<file path="config.mk">
export PLATFORM = sky130hd
export DESIGN_NAME = dff_reg_arbiter_flat
export DESIGN_NICKNAME = d
export VERILOG_FILES = /design/src/rtl/dff_arb_pkg.sv /design/src/rtl/dff_reg_arbiter_if.sv /design/src/rtl/dff_reg_arbiter_rr_pick.sv /design/src/rtl/dff_reg_arbiter.sv /design/src/flat_wrapper.sv
export SDC_FILE = /design/constraint.sdc
export NUM_CORES = 1
export LEC_CHECK = 0
export ABC_AREA = 1
export ABC_CLOCK_PERIOD_IN_PS = 4400
export CORE_MARGIN = 5
export CORE_UTILIZATION = 46
export DETAILED_ROUTE_END_ITERATION = 7
export HOLD_SLACK_MARGIN = 0.03
export PLACE_DENSITY = 0.85
export SLEW_MARGIN = 20
export SYNTH_ARGS = -nofsm -noshare
export SYNTH_HDL_FRONTEND = slang
export SYNTH_HIERARCHICAL = 1
export SYNTH_SLANG_ARGS = --single-unit
</file>
<file path="constraint.sdc">
create_clock -name clk -period 4.4 [get_ports clk]
set_input_delay 0.66 -clock clk [delete_from_list [all_inputs] [get_ports clk]]
set_output_delay 0.66 -clock clk [all_outputs]
set_load 0.005 [all_outputs]
</file>
<file path="src/rtl/dff_arb_pkg.sv">
// Shared types and width helpers for the round-robin register write arbiter.
// Width helpers keep the per-instance localparams tied to the module parameters.
package dff_arb_pkg;

    typedef enum logic {
        ST_IDLE = 1'b0,
        ST_OWN  = 1'b1
    } state_t;

    function automatic int own_w(input int n_req);
        return (n_req > 1) ? $clog2(n_req) : 1;
    endfunction

    function automatic int hold_w(input int max_hold);
        return (max_hold > 0) ? $clog2(max_hold + 1) : 1;
    endfunction

    localparam int N_REQ_DEF    = 4;
    localparam int DATA_W_DEF   = 8;
    localparam int MAX_HOLD_DEF = 4;
    localparam int OWN_W        = own_w(N_REQ_DEF);
    localparam int HOLD_W       = hold_w(MAX_HOLD_DEF);

endpackage

</file>
<file path="src/rtl/dff_reg_arbiter_if.sv">
// Requester-facing bus of the shared register arbiter: requests, data, grant and register view.
interface dff_reg_arbiter_if
    import dff_arb_pkg::*;
#(
    parameter int N_REQ  = N_REQ_DEF,
    parameter int DATA_W = DATA_W_DEF
);
    localparam int OWN_W_L = own_w(N_REQ);

    logic [N_REQ-1:0]        req;
    logic [N_REQ-1:0]        last;
    logic [N_REQ*DATA_W-1:0] wdata;
    logic [N_REQ-1:0]        gnt;
    logic [OWN_W_L-1:0]      owner;
    logic                    busy;
    logic [DATA_W-1:0]       q;
    logic                    q_valid;
    logic                    ack;

    modport master (
        output req, last, wdata,
        input  gnt, owner, busy, q, q_valid, ack
    );

    modport slave (
        input  req, last, wdata,
        output gnt, owner, busy, q, q_valid, ack
    );

endinterface

</file>
<file path="src/rtl/dff_reg_arbiter_rr_pick.sv">
// Rotating priority encoder: first set request scanning upward from ptr, with wrap.
module rr_pick
    import dff_arb_pkg::*;
#(
    parameter int N_REQ = N_REQ_DEF,
    parameter int W     = own_w(N_REQ)
) (
    input  logic [N_REQ-1:0] req,
    input  logic [W-1:0]     ptr,
    output logic [W-1:0]     winner,
    output logic             any_req
);

    always_comb begin
        // NOTE: assign every output before the loop so no path leaves it unassigned, which would infer a latch.
        winner  = ptr;
        any_req = |req;
        // Walk from the farthest offset down so the nearest request to ptr is written last and wins.
        for (int i = N_REQ - 1; i >= 0; i--) begin
            int idx;
            idx = int'(ptr) + i;
            if (idx >= N_REQ) idx = idx - N_REQ;
            if (req[idx]) winner = W'(idx);
        end
    end

endmodule

</file>
<file path="src/rtl/dff_reg_arbiter.sv">
// Round-robin owner arbitration in front of one shared DATA_W register; the owner writes one word per clock.
module dff_reg_arbiter
    import dff_arb_pkg::*;
#(
    parameter int N_REQ    = N_REQ_DEF,
    parameter int DATA_W   = DATA_W_DEF,
    parameter int MAX_HOLD = MAX_HOLD_DEF
) (
    input logic               clk,
    input logic               rst,
    dff_reg_arbiter_if.slave  bus
);

    localparam int OW = own_w(N_REQ);
    localparam int HW = hold_w(MAX_HOLD);

    state_t          state;
    logic [OW-1:0]   ptr;
    logic [HW-1:0]   hold_cnt;

    logic [OW-1:0]     winner;
    logic              any_req;
    logic              own_req;
    logic              own_last;
    logic [DATA_W-1:0] own_wdata;
    logic              release_now;
    logic [OW-1:0]     next_ptr;

    rr_pick #(
        .N_REQ (N_REQ),
        .W     (OW)
    ) u_pick (
        .req     (bus.req),
        .ptr     (ptr),
        .winner  (winner),
        .any_req (any_req)
    );

    always_comb begin
        own_req     = bus.req[bus.owner];
        own_last    = bus.last[bus.owner];
        own_wdata   = bus.wdata[bus.owner*DATA_W +: DATA_W];
        // Release on req low, on a last hint with a write, or when this write exhausts the hold budget.
        release_now = !own_req || own_last || (hold_cnt == HW'(MAX_HOLD - 1));
        next_ptr    = (bus.owner == OW'(N_REQ - 1)) ? '0 : bus.owner + OW'(1);
    end

    // NOTE: sequential state uses non-blocking assignments so every register samples pre-edge values.
    always_ff @(posedge clk) begin
        if (rst) begin
            // NOTE: the shared data register is reset too, so q reads zero until the first real write.
            state       <= ST_IDLE;
            bus.gnt     <= '0;
            bus.owner   <= '0;
            bus.busy    <= 1'b0;
            bus.q       <= '0;
            bus.q_valid <= 1'b0;
            bus.ack     <= 1'b0;
            ptr         <= '0;
            hold_cnt    <= '0;
        end else begin
            case (state)
                ST_IDLE: begin
                    bus.ack <= 1'b0;
                    if (any_req) begin
                        state     <= ST_OWN;
                        bus.gnt   <= {{(N_REQ-1){1'b0}}, 1'b1} << winner;
                        bus.owner <= winner;
                        bus.busy  <= 1'b1;
                        hold_cnt  <= '0;
                    end
                end
                ST_OWN: begin
                    if (own_req) begin
                        bus.q       <= own_wdata;
                        bus.q_valid <= 1'b1;
                        bus.ack     <= 1'b1;
                        hold_cnt    <= hold_cnt + HW'(1);
                    end else begin
                        bus.ack <= 1'b0;
                    end
                    if (release_now) begin
                        state    <= ST_IDLE;
                        bus.gnt  <= '0;
                        bus.busy <= 1'b0;
                        ptr      <= next_ptr;
                    end
                end
                default: state <= ST_IDLE;
            endcase
        end
    end

endmodule
</file>
<file path="src/flat_wrapper.sv">
// flat-port wrapper written by rule: the top's interface ports become plain ports
module dff_reg_arbiter_flat import dff_arb_pkg::*;
#(
    parameter int N_REQ    = N_REQ_DEF,
    parameter int DATA_W   = DATA_W_DEF,
    parameter int MAX_HOLD = MAX_HOLD_DEF
)
  (clk, rst, bus_req, bus_last, bus_wdata, bus_gnt, bus_owner, bus_busy, bus_q, bus_q_valid, bus_ack);
  dff_reg_arbiter_if #(.N_REQ(N_REQ), .DATA_W(DATA_W)) bus_i ();
  input logic clk;
  input logic rst;
  input wire logic [$bits(bus_i.req)-1:0] bus_req;
  input wire logic [$bits(bus_i.last)-1:0] bus_last;
  input wire logic [$bits(bus_i.wdata)-1:0] bus_wdata;
  output wire logic [$bits(bus_i.gnt)-1:0] bus_gnt;
  output wire logic [$bits(bus_i.owner)-1:0] bus_owner;
  output wire logic [$bits(bus_i.busy)-1:0] bus_busy;
  output wire logic [$bits(bus_i.q)-1:0] bus_q;
  output wire logic [$bits(bus_i.q_valid)-1:0] bus_q_valid;
  output wire logic [$bits(bus_i.ack)-1:0] bus_ack;
  assign bus_i.req = bus_req;
  assign bus_i.last = bus_last;
  assign bus_i.wdata = bus_wdata;
  assign bus_gnt = bus_i.gnt;
  assign bus_owner = bus_i.owner;
  assign bus_busy = bus_i.busy;
  assign bus_q = bus_i.q;
  assign bus_q_valid = bus_i.q_valid;
  assign bus_ack = bus_i.ack;
  dff_reg_arbiter #(.N_REQ(N_REQ), .DATA_W(DATA_W), .MAX_HOLD(MAX_HOLD)) u_core (.clk(clk), .rst(rst), .bus(bus_i));
endmodule
</file>
# Word-level counts from Yosys, hierarchy flattened
# Index checks and enable logic that the tools add are counted.
dict set report totals {
  wordCells 83
  input_bits 42
  regBits 23
  output_inout_bits 17
}
dict set report classes {
  order_cmp 9
  shifts 2
  n_eq_ne 5
  bitwise 1
  reduce_logical 9
  mux 39
  add_sub_neg 9
}
# cell count
set op_table {}
lappend op_table {{less-than comparator 32 x 4 -> 1 bit (second input constant)} 4}
lappend op_table {{two-way mux 32 bit} 4}
lappend op_table {{indexed part select 32 x 6 -> 8 bit} 1}
lappend op_table {{two-way mux 1 bit} 15}
lappend op_table {{binary-select mux 1 bit (select 2 bit)} 6}
lappend op_table {{subtractor 3 x 3 -> 4 bit (second input constant)} 3}
lappend op_table {{two-way mux 2 bit} 5}
lappend op_table {{AND reduction 2 bit} 5}
lappend op_table {{>= comparator 3 bit (second input constant)} 3}
lappend op_table {{two-way mux 4 bit} 2}
lappend op_table {{case mux 4 bit (2 select lines)} 1}
lappend op_table {{adder 2 x 2 -> 3 bit (second input constant)} 2}
lappend op_table {{two-way mux 3 bit} 2}
lappend op_table {{case mux 1 bit (2 select lines)} 3}
lappend op_table {{case mux 3 bit (2 select lines)} 1}
lappend op_table {{!= test 2 bit (second input constant)} 2}
lappend op_table {{OR reduction 4 bit} 1}
lappend op_table {{left shift 1 x 2 -> 4 bit (first input constant)} 1}
lappend op_table {{subtractor 2 x 3 -> 4 bit (second input constant)} 1}
lappend op_table {{adder 2 x 1 -> 3 bit (second input constant)} 1}
lappend op_table {{adder 3 x 1 -> 3 bit (second input constant)} 1}
lappend op_table {{== test 3 x 2 -> 1 bit (second input constant)} 1}
lappend op_table {{>= comparator 2 x 3 -> 1 bit (second input constant)} 1}
lappend op_table {{less-than comparator 2 x 3 -> 1 bit (second input constant)} 1}
lappend op_table {{other kinds (6)} 7}

# Logic depth before layout (Yosys ltp)
# Gate-level depths: netlist (run 1).
dict set report logic_depth {
  ltp_word 13
  ltp_mapped 14
}

# Hierarchy
# The synthesis (run 1) kept the hierarchy.
# mod cells_per_inst area_per_inst_um2 seq_area_each_um2 instances
set by_module_without_submodules {}
lappend by_module_without_submodules {dff_reg_arbiter 171 1222.4 460.4 1}
lappend by_module_without_submodules {rr_pick 50 217.7 0.0 1}

# Worst setup path after synthesis (run 1)
# Ideal clock, no wire load.
dict set report synth_timing {
  kind {input port to flip-flop}
  startpoint {input bus_req[1]}
  endpoint {register u_core.bus.gnt[2]}
  cell_stages 13
  setup_time_ns 0.069
  required_time_ns 4.331
  arrival_ns 1.553
  slack_ns 2.778
  n_path_buf 0
  cell_sequence {inv_1 > nand2_1 > nand3_1 > nand2_1 > inv_2 > nand2_1 > nand2_1 > nand2_1 > nand2_1 > nand2_1 > nor2_1 > nand2_1 > a21oi_2}
}
dict set report synth_via {
  elab_chain_cells 10
}
# item line
set synth_rtl {}
lappend synth_rtl {{start: declaration} flat_wrapper.sv:12} ;# input wire logic [$bits(bus_i.req)-1:0] bus_req;
lappend synth_rtl {{binary-select mux 1 bit (select 2 bit)} dff_reg_arbiter_rr_pick.sv:23} ;# if (req[idx]) winner = W'(idx);
lappend synth_rtl {{two-way mux 1 bit (not written as such) (2 in a row)} dff_reg_arbiter_rr_pick.sv:23}
lappend synth_rtl {{two-way mux 2 bit (3 in a row)} dff_reg_arbiter_rr_pick.sv:23}
lappend synth_rtl {{two-way mux 2 bit (*)} dff_reg_arbiter_rr_pick.sv:23}
lappend synth_rtl {{net u_core.winner[0]} dff_reg_arbiter.sv:21} ;# logic [OW-1:0] winner;
lappend synth_rtl {{left shift 1 x 2 -> 4 bit (*)} dff_reg_arbiter.sv:67} ;# bus.gnt <= {{(N_REQ-1){1'b0}}, 1'b1} << winner;
lappend synth_rtl {{two-way mux 4 bit (*)} dff_reg_arbiter.sv:65} ;# if (any_req) begin
lappend synth_rtl {{case mux 4 bit (2 select lines) (*)} dff_reg_arbiter.sv:62} ;# case (state)
lappend synth_rtl {{end signal: assignment} dff_reg_arbiter.sv:67}
lappend synth_rtl {{end: declaration} dff_reg_arbiter_if.sv:27} ;# output gnt, owner, busy, q, q_valid, ack
# Mark *: on every way through the listed nets, which the timed path passes. The rest lies on a longest branch. The select of a mux whose other input is x is not followed.
# A chain may end at the register's enable or synchronous reset.

# Worst setup path in the final report (run 1)
dict set report layout_timing {
  startpoint {register u_core.bus.owner[0]}
  endpoint {output bus_owner[0]}
}
# item line
set layout_lines {}
lappend layout_lines {{start: declaration} dff_reg_arbiter_if.sv:27}
lappend layout_lines {{start signal: assignment} dff_reg_arbiter.sv:68} ;# bus.owner <= winner;
lappend layout_lines {{end: declaration} flat_wrapper.sv:16} ;# output wire logic [$bits(bus_i.owner)-1:0] bus_owner;
# No word-level cell between the ends.

==> results of run 1 <==
[worst paths after layout]
check | end | slack, ns | cells past startpoint | from
min reg2reg | u_core/bus.q_valid | 0.47 | 2 | u_core/bus.q_valid
min | u_core/bus.q_valid | 0.47 | 2 | u_core/bus.q_valid
max reg2reg | u_core/hold_cnt[1] | 2.37 | 10 | u_core/bus.owner[0]
max | bus_owner[0] | 1.95 | 1 | u_core/bus.owner[0]
[cell usage in the layout, fill, tap and decap left out, drive strengths merged]
| cell | netlist | routed |
|---|---|---|
| a211oi | 2 | 2 |
| a21oi | 15 | 15 |
| clkbuf | 2 | 3 |
| clkdlybuf4s50 | 0 | 58 |
| clkinvlp | 0 | 1 |
| dfxtp | 23 | 23 |
| ha | 3 | 3 |
| inv | 25 | 25 |
| nand2 | 70 | 70 |
| nand3 | 18 | 18 |
| nand3b | 1 | 1 |
| nand4 | 1 | 1 |
| nor2 | 26 | 26 |
| o21ai | 20 | 20 |
| o22ai | 8 | 8 |
[synth_stat cells]
cell	n	area, um2
a21oi_1	10	50.05
nand2_1	62	232.7
nand3b_1	1	7.510
buf_2	3	15.01
nand3_1	13	65.06
ha_1	3	37.54
inv_2	9	33.78
o21ai_1	5	25.02
inv_1	14	52.55
a211oi_1	2	15.01
nand4_1	1	6.260
buf_4	2	15.01
o22ai_1	8	50.05
nand3_2	5	50.05
inv_4	1	6.260
nor2_1	25	93.84
buf_6	2	22.52
o21ai_0	15	75.07
a21oi_2	5	43.79
nor2_2	1	6.260
inv_6	1	8.760
dfxtp_1	23	460.4
clkbuf_1	2	7.510
nand2_2	6	37.54
nand2_4	2	22.52
[power groups by stage]
stage / Combinational [mW] / Sequential, mW / Clock, mW
after floorplan: 0.278 / 0.282 / 0
after global placement: 0.385 / 0.305 / 0
after detailed placement: 0.391 / 0.306 / 0
after CTS: 0.394 / 0.301 / 0.104
after global routing: 0.440 / 0.309 / 0.116
final: 0.392 / 0.300 / 0.0994
[flip-flops by register name, summed over array words and instances, names as in the netlist]
name / flops
u_core/bus.busy: 1
u_core/state: 1
u_core/ptr: 2
u_core/bus.owner: 2
u_core/bus.ack: 1
u_core/hold_cnt: 3
u_core/bus.q: 8
u_core/bus.q_valid: 1
u_core/bus.gnt: 4
[per-layer routing]
metal | GRT usage, % | wire length (um) | vias to the layer above
met1 | 22.53 | 1811 | 670
met3 | 5.102 | 383 | 2
li1 | - | - | 825
met5 | 0 | 0 | -
met4 | 3.807 | 17 | 0
met2 | 31.41 | 1665 | 55
[cell families (layout without fill, tap and decap cells)]
logic type	Yosys count	in the layout	synth area share, %
DFF	23	23	31.97
AOI/OAI and AO/OA	45	45	17.98
adders and majority gates	3	3	2.607
buffers and inverters	34	87	11.21
and+or+nand+nor	116	116	36.23
[worst register-to-register path, cell delays in order (launching register included)]
cell and delay [ns]:
dfxtp_1 0.85, inv_2 0.33, nand2_1 0.14, nand3_1 0.09, nand2_2 0.11, nand2_4 0.11, inv_4 0.14, nand2_2 0.08
inv_2 0.06, nand2_1 0.04, nand2_1 0.05
[final cells by class]
type / count / share of cell area [%]
multi-input combinational: 164 / 40.00
timing repair buffer: 58 / 28.38
sequential: 23 / 22.51
inverter: 25 / 4.954
tap: 44 / 2.691
clock buffer: 3 / 1.101
clock inverter: 1 / 0.3670
[per-stage QoR]
stage	setup WS (ns)	hold slack, ns	util, %	cell area [um2]
finish	1.949	0.4664	67.56	2046
CTS	1.942	0.4642	67.56	2046
floorplan	2.778	0.4354	-	1440
detailed placement	2.096	0.4459	66.57	2016
global placement	2.123	0.4500	66.57	2016
global route	1.811	0.4868	67.56	2046
==> impl_metrics.csv, run 1 <==
group,metric,value,unit
drt,vias,1552,
clock_tree,cts-resized-gates,0,
floorplanning,die-area,0.004349,mm2
clock_tree,htree_num_levels,1,
sta,timing.fmax,0.4079,GHz
place,hpwl,3033,um
grt,grt_pass1_wl,6299,um
drt,via_per_inst,4.881,
logic_synthesis,yosys_warnings,6,
setup_path,cp_cell_sequence,"clkdlybuf4s50_1",
floorplanning,dieWidth,65.95,um
sta,hold_viol,0,
setup_path,endpoint_kind,"output port",
finish,nFillCells,268,
clock_tree,cts_hold_buf,0,
grt,grt_pass1_vias,1423,
logic_synthesis,syn_inst,221,
power_and_ir_drop,pwr-share-clk,12.6,%
drt,drcViolationCount,0,
clock_tree,cts_buffers,3,
outcome,status,"finished, final reports clean",
setup_path,critPathArrivalTime,1.79,ns
logic_synthesis,synth-seq-area-share,31.97,%
finish,drive_gt1_share,12.41,%
power_and_ir_drop,switching_share,41.38,%
sta,rsz0062_at_grt,"false",
place,numPortBuffers,58,
drt,drt-total-wl,3876,um
job,drv_cap,0,
hold_path,hp-class,"register to register",
sta,min_period_over_period,55.71,%
finish,diodes,0,
floorplanning,boundaryPins,59,
place,gp_congestion,0.7631,
power_and_ir_drop,p_int,464.0,uW
finish,multi_input_area,818.3,um2
setup_path,cp_max_fo,24,
clock_tree,cts_root_buf,"clkbuf_4",
logic_synthesis,synthDistinctLibCells,25,
clock_tree,path_clk_slew,0.13,ns
power_and_ir_drop,comb_power_share,49.5,%
clock_tree,cts_tree,"built",
sta,min_period,2.451,ns
setup_path,path_class,"register to output port",
logic_synthesis,synth_nets,266,
setup_path,critPathRequiredTime,3.74,ns
drt,drt_first_pass_iters,4,
setup_path,cpPeakStageDelay,0.85,ns
grt,overflow,0,
setup_path,setup.worst_path.start_class,"register",
setup_path,crit_slowest_cell,"dfxtp_1",
sta,setup_tns,0,ns
sta,slew_headroom,48.51,%
sta,report.final.slew_viol_count,0,
logic_synthesis,netlist_area,0.001440,mm2
grt,antenna_found_initial,0,
clock_tree,cts.sinks,23,
finish,stdcell_count,318,
power_and_ir_drop,p_switching,327.5,uW
drt,antenna_left,0,
power_and_ir_drop,p_seq_share,37.9,%
drt,initialDrtViolationCount,54,
sta,clock_skew,0.006070,ns
clock_tree,clk_latency,0.31,ns
logic_synthesis,postSynthAreaPerCell,6.516,um2
finish,final_nets,320,
place,dp.cells,314,
power_and_ir_drop,power_density,386.9,mW/mm2
floorplanning,core,0.003028,mm2
setup_path,path_buf_inv,1,
floorplanning,rows,20,
clock_tree,cts_buffer_depth,2,
floorplanning,die_h,65.95,um
finish,area_growth,42.05,%
power_and_ir_drop,peakVddDrop,271.8,uV
grt,grt_use_total,18.22,%
sta,setup_violations,0,
finish,ff_latch_area,460.4,um2
setup_path,crit_family,"flip-flops",
grt,grt_max_degree,25,
sta,worst_slew_pin_slew,0.7713,ns
clock_tree,post-cts-setup-buffers,0,
drt,wl_per_cell,12.19,um
power_and_ir_drop,power,791.5,uW
floorplanning,start_util,47.56,%
logic_synthesis,ys_ff_latch,23,
power_and_ir_drop,power.leakage,0.8765,nW
No activity file was read; power rests on OpenSTA's default activity.
==> inputs of run 2 (changes only) <==
--- a/config.mk
+++ b/config.mk
@@ -6,12 +6,12 @@
 export NUM_CORES = 1
 export LEC_CHECK = 0
 export ABC_AREA = 1
-export ABC_CLOCK_PERIOD_IN_PS = 4400
+export ABC_CLOCK_PERIOD_IN_PS = 2310
 export CORE_MARGIN = 5
-export CORE_UTILIZATION = 46
+export CORE_UTILIZATION = 43
 export DETAILED_ROUTE_END_ITERATION = 7
 export HOLD_SLACK_MARGIN = 0.03
-export PLACE_DENSITY = 0.85
+export PLACE_DENSITY = 0.8
 export SLEW_MARGIN = 20
 export SYNTH_ARGS = -nofsm -noshare
 export SYNTH_HDL_FRONTEND = slang
==> constraint.sdc (replaced) <==
create_clock -name clk -period 2.31 [get_ports clk]
set_input_delay 0.3465 -clock clk [delete_from_list [all_inputs] [get_ports clk]]
set_output_delay 0.3465 -clock clk [all_outputs]
set_load 0.005 [all_outputs]
==> run 2 against run 1 <==
Cell count increased by 1.6%. Sequential cell count unchanged. Routed wire length decreased by 0.13%. Setup slack got worse by 1.6 ns. Critical path depth increased by 1. Clock skew decreased by 0.0049 ns. Non-clock buffer count increased by 3. Clock-buffer cell count increased by 1. Critical path type unchanged. Critical endpoint unchanged.
==> impl_metrics.csv, run 2 (synthesis gave the netlist of run 1 again) <==
group,metric,value,unit
outcome,status,"finished, final reports clean",
power_and_ir_drop,peakVddDrop,416.5,uV
finish,nFillCells,301,
sta,setup_ws,0.2991,ns
place,gp_congestion,0.7859,
finish,drive_gt1_share,13.00,%
finish,largest_registers,"u_core/bus.q x8, u_core/bus.gnt x4, u_core/hold_cnt x3",
clock_tree,cts_buffer_depth,2,
drt,drt_first_pass_iters,4,
sta,worst_slew_pin_slew,0.4426,ns
sta,timing.fmax,0.4973,GHz
grt,grt_max_degree,22,
place,numPortBuffers,58,
floorplanning,boundaryPins,59,
floorplanning,core,0.003284,mm2
grt,grt_pass1_wl,6299,um
drt,drcViolationCount,0,
finish,top_register,"u_core/bus.q",
grt,antenna_found_initial,0,
drt,initialDrtViolationCount,53,
power_and_ir_drop,power_density,728.8,mW/mm2
grt,grt_pass1_vias,1448,
floorplanning,dieWidth,67.87,um
setup_path,reg2reg_depth,12,
setup_path,cp_max_fo,13,
clock_tree,cts_tree,"built",
clock_tree,cts-resized-gates,0,
hold_path,holdPathEnd,"u_core/hold_cnt[0]",
setup_path,path_buf_inv,2,
drt,via_per_inst,4.820,
setup_path,endpoint_kind,"output port",
finish,final_nets,323,
power_and_ir_drop,power.leakage,0.8927,nW
floorplanning,die_h,67.87,um
clock_tree,clk_latency,0.29,ns
finish,area_growth,43.53,%
finish,utilization,62.93,%
floorplanning,rows,21,
finish,final_cell_mix,"62 x nand2_1, 58 x clkdlybuf4s50_1, 25 x nor2_1",
sta,min_period_over_period,87.05,%
setup_path,crit_family,"buffers and inverters",
setup_path,cpPeakStageDelay,0.59,ns
hold_path,hp-class,"register to register",
grt,grt_use_total,17.14,%
sta,setup_violations,0,
job,drv_cap,0,
setup_path,critPathRequiredTime,1.96,ns
finish,stdcell_count,323,
setup_path,rrSetupSlack,0.55,ns
drt,drt-total-wl,3871,um
setup_path,critPathArrivalTime,1.66,ns
drt,antenna_left,0,
setup_path,r2r-start,"u_core/ptr[0]",
grt,overflow,0,
setup_path,path_class,"register to output port",
place,hpwl,3049,um
sta,report.final.slew_viol_count,0,
sta,setup_tns,0,ns
setup_path,critical_path.startpoint,"u_core/bus.owner[0]",
hold_path,holdCritStartpoint,"u_core/hold_cnt[0]",
sta,clock_skew,0.001183,ns
clock_tree,htree_num_levels,1,
sta,slew_headroom,70.45,%
sta,rsz0062_at_grt,"false",
finish,final_common_cell,"nand2_1",
finish,largest_reg_flops,8,
setup_path,crit_slowest_cell,"dfxtp_1",
clock_tree,cts_root_buf,"clkbuf_4",
drt,vias,1557,
place,dpl_worst_slack,0.3527,ns
clock_tree,post-cts-setup-buffers,0,
setup_path,setup.worst_path.start_class,"register",
clock_tree,cts_hold_buf,0,
finish,diodes,0,
drt,wl_per_cell,11.98,um
place,dp.cells,319,
setup_path,reg2reg_to,"u_core/bus.gnt[2]",
hold_path,min_path_cells,1,
clock_tree,cts.sinks,23,
sta,min_period,2.011,ns
clock_tree,cts_buffers,3,
clock_tree,path_clk_slew,0.12,ns
floorplanning,start_util,43.85,%
floorplanning,die-area,0.004606,mm2
sta,hold_viol,0,
setup_path,cp_cell_sequence,"buf_4, clkdlybuf4s50_1",
==> run 2: power breakdown <==
group | internal, mW | switching (mW) | total, mW
sequential | 0.470 | 0.0826 | 0.552
combinational | 0.358 | 0.419 | 0.777
clock | 0.0671 | 0.110 | 0.177
total | 0.895 | 0.612 | 1.51
==> run 2: worst max-delay path by stage <==
stage | to | slack [ns] | depth (start not counted)
global placement | u_core/bus.gnt[2] | 0.42 | 13
detailed placement | u_core/bus.gnt[2] | 0.35 | 13
CTS | bus_owner[0] | 0.28 | 2
global route | bus_owner[0] | 0.19 | 2
floorplan | u_core/bus.gnt[2] | 0.92 | 13
finish | bus_owner[0] | 0.30 | 2
==> run 2: layout make-up <==
class	count	area, um2	share of cell area (%)
well taps	46	57.56	2.785
multi-input cells	164	818.3	39.59
inverters	25	101.3	4.903
repair buffers	61	603.1	29.18
flip-flops and latches	23	460.4	22.28
clock buffers	4	26.28	1.271
==> run 2: per-stage QoR <==
step | hold slack, ns | area [um2] | total power [mW]
floorplan | 0.4354 | 1440 | 1.067
global placement | 0.4449 | 2041 | 1.327
detailed placement | 0.4521 | 2041 | 1.337
CTS | 0.4704 | 2067 | 1.517
global route | 0.4822 | 2067 | 1.638
finish | 0.4658 | 2067 | 1.506
==> run 2: layer usage <==
layer / routed length [um] / track usage [%]
met4: 43 / 4.467
met3: 244 / 1.806
met1: 1794 / 22.27
met5: 0 / 0
met2: 1788 / 30.13
==> run 2: worst reg2reg max path: cells and delay by family (launching register included) <==
kind	cells	cell delay, ns
DFF	1	0.61
AOI/OAI and AO/OA	1	0.13
and+or+nand+nor	10	0.91
buffers and inverters	1	0.05
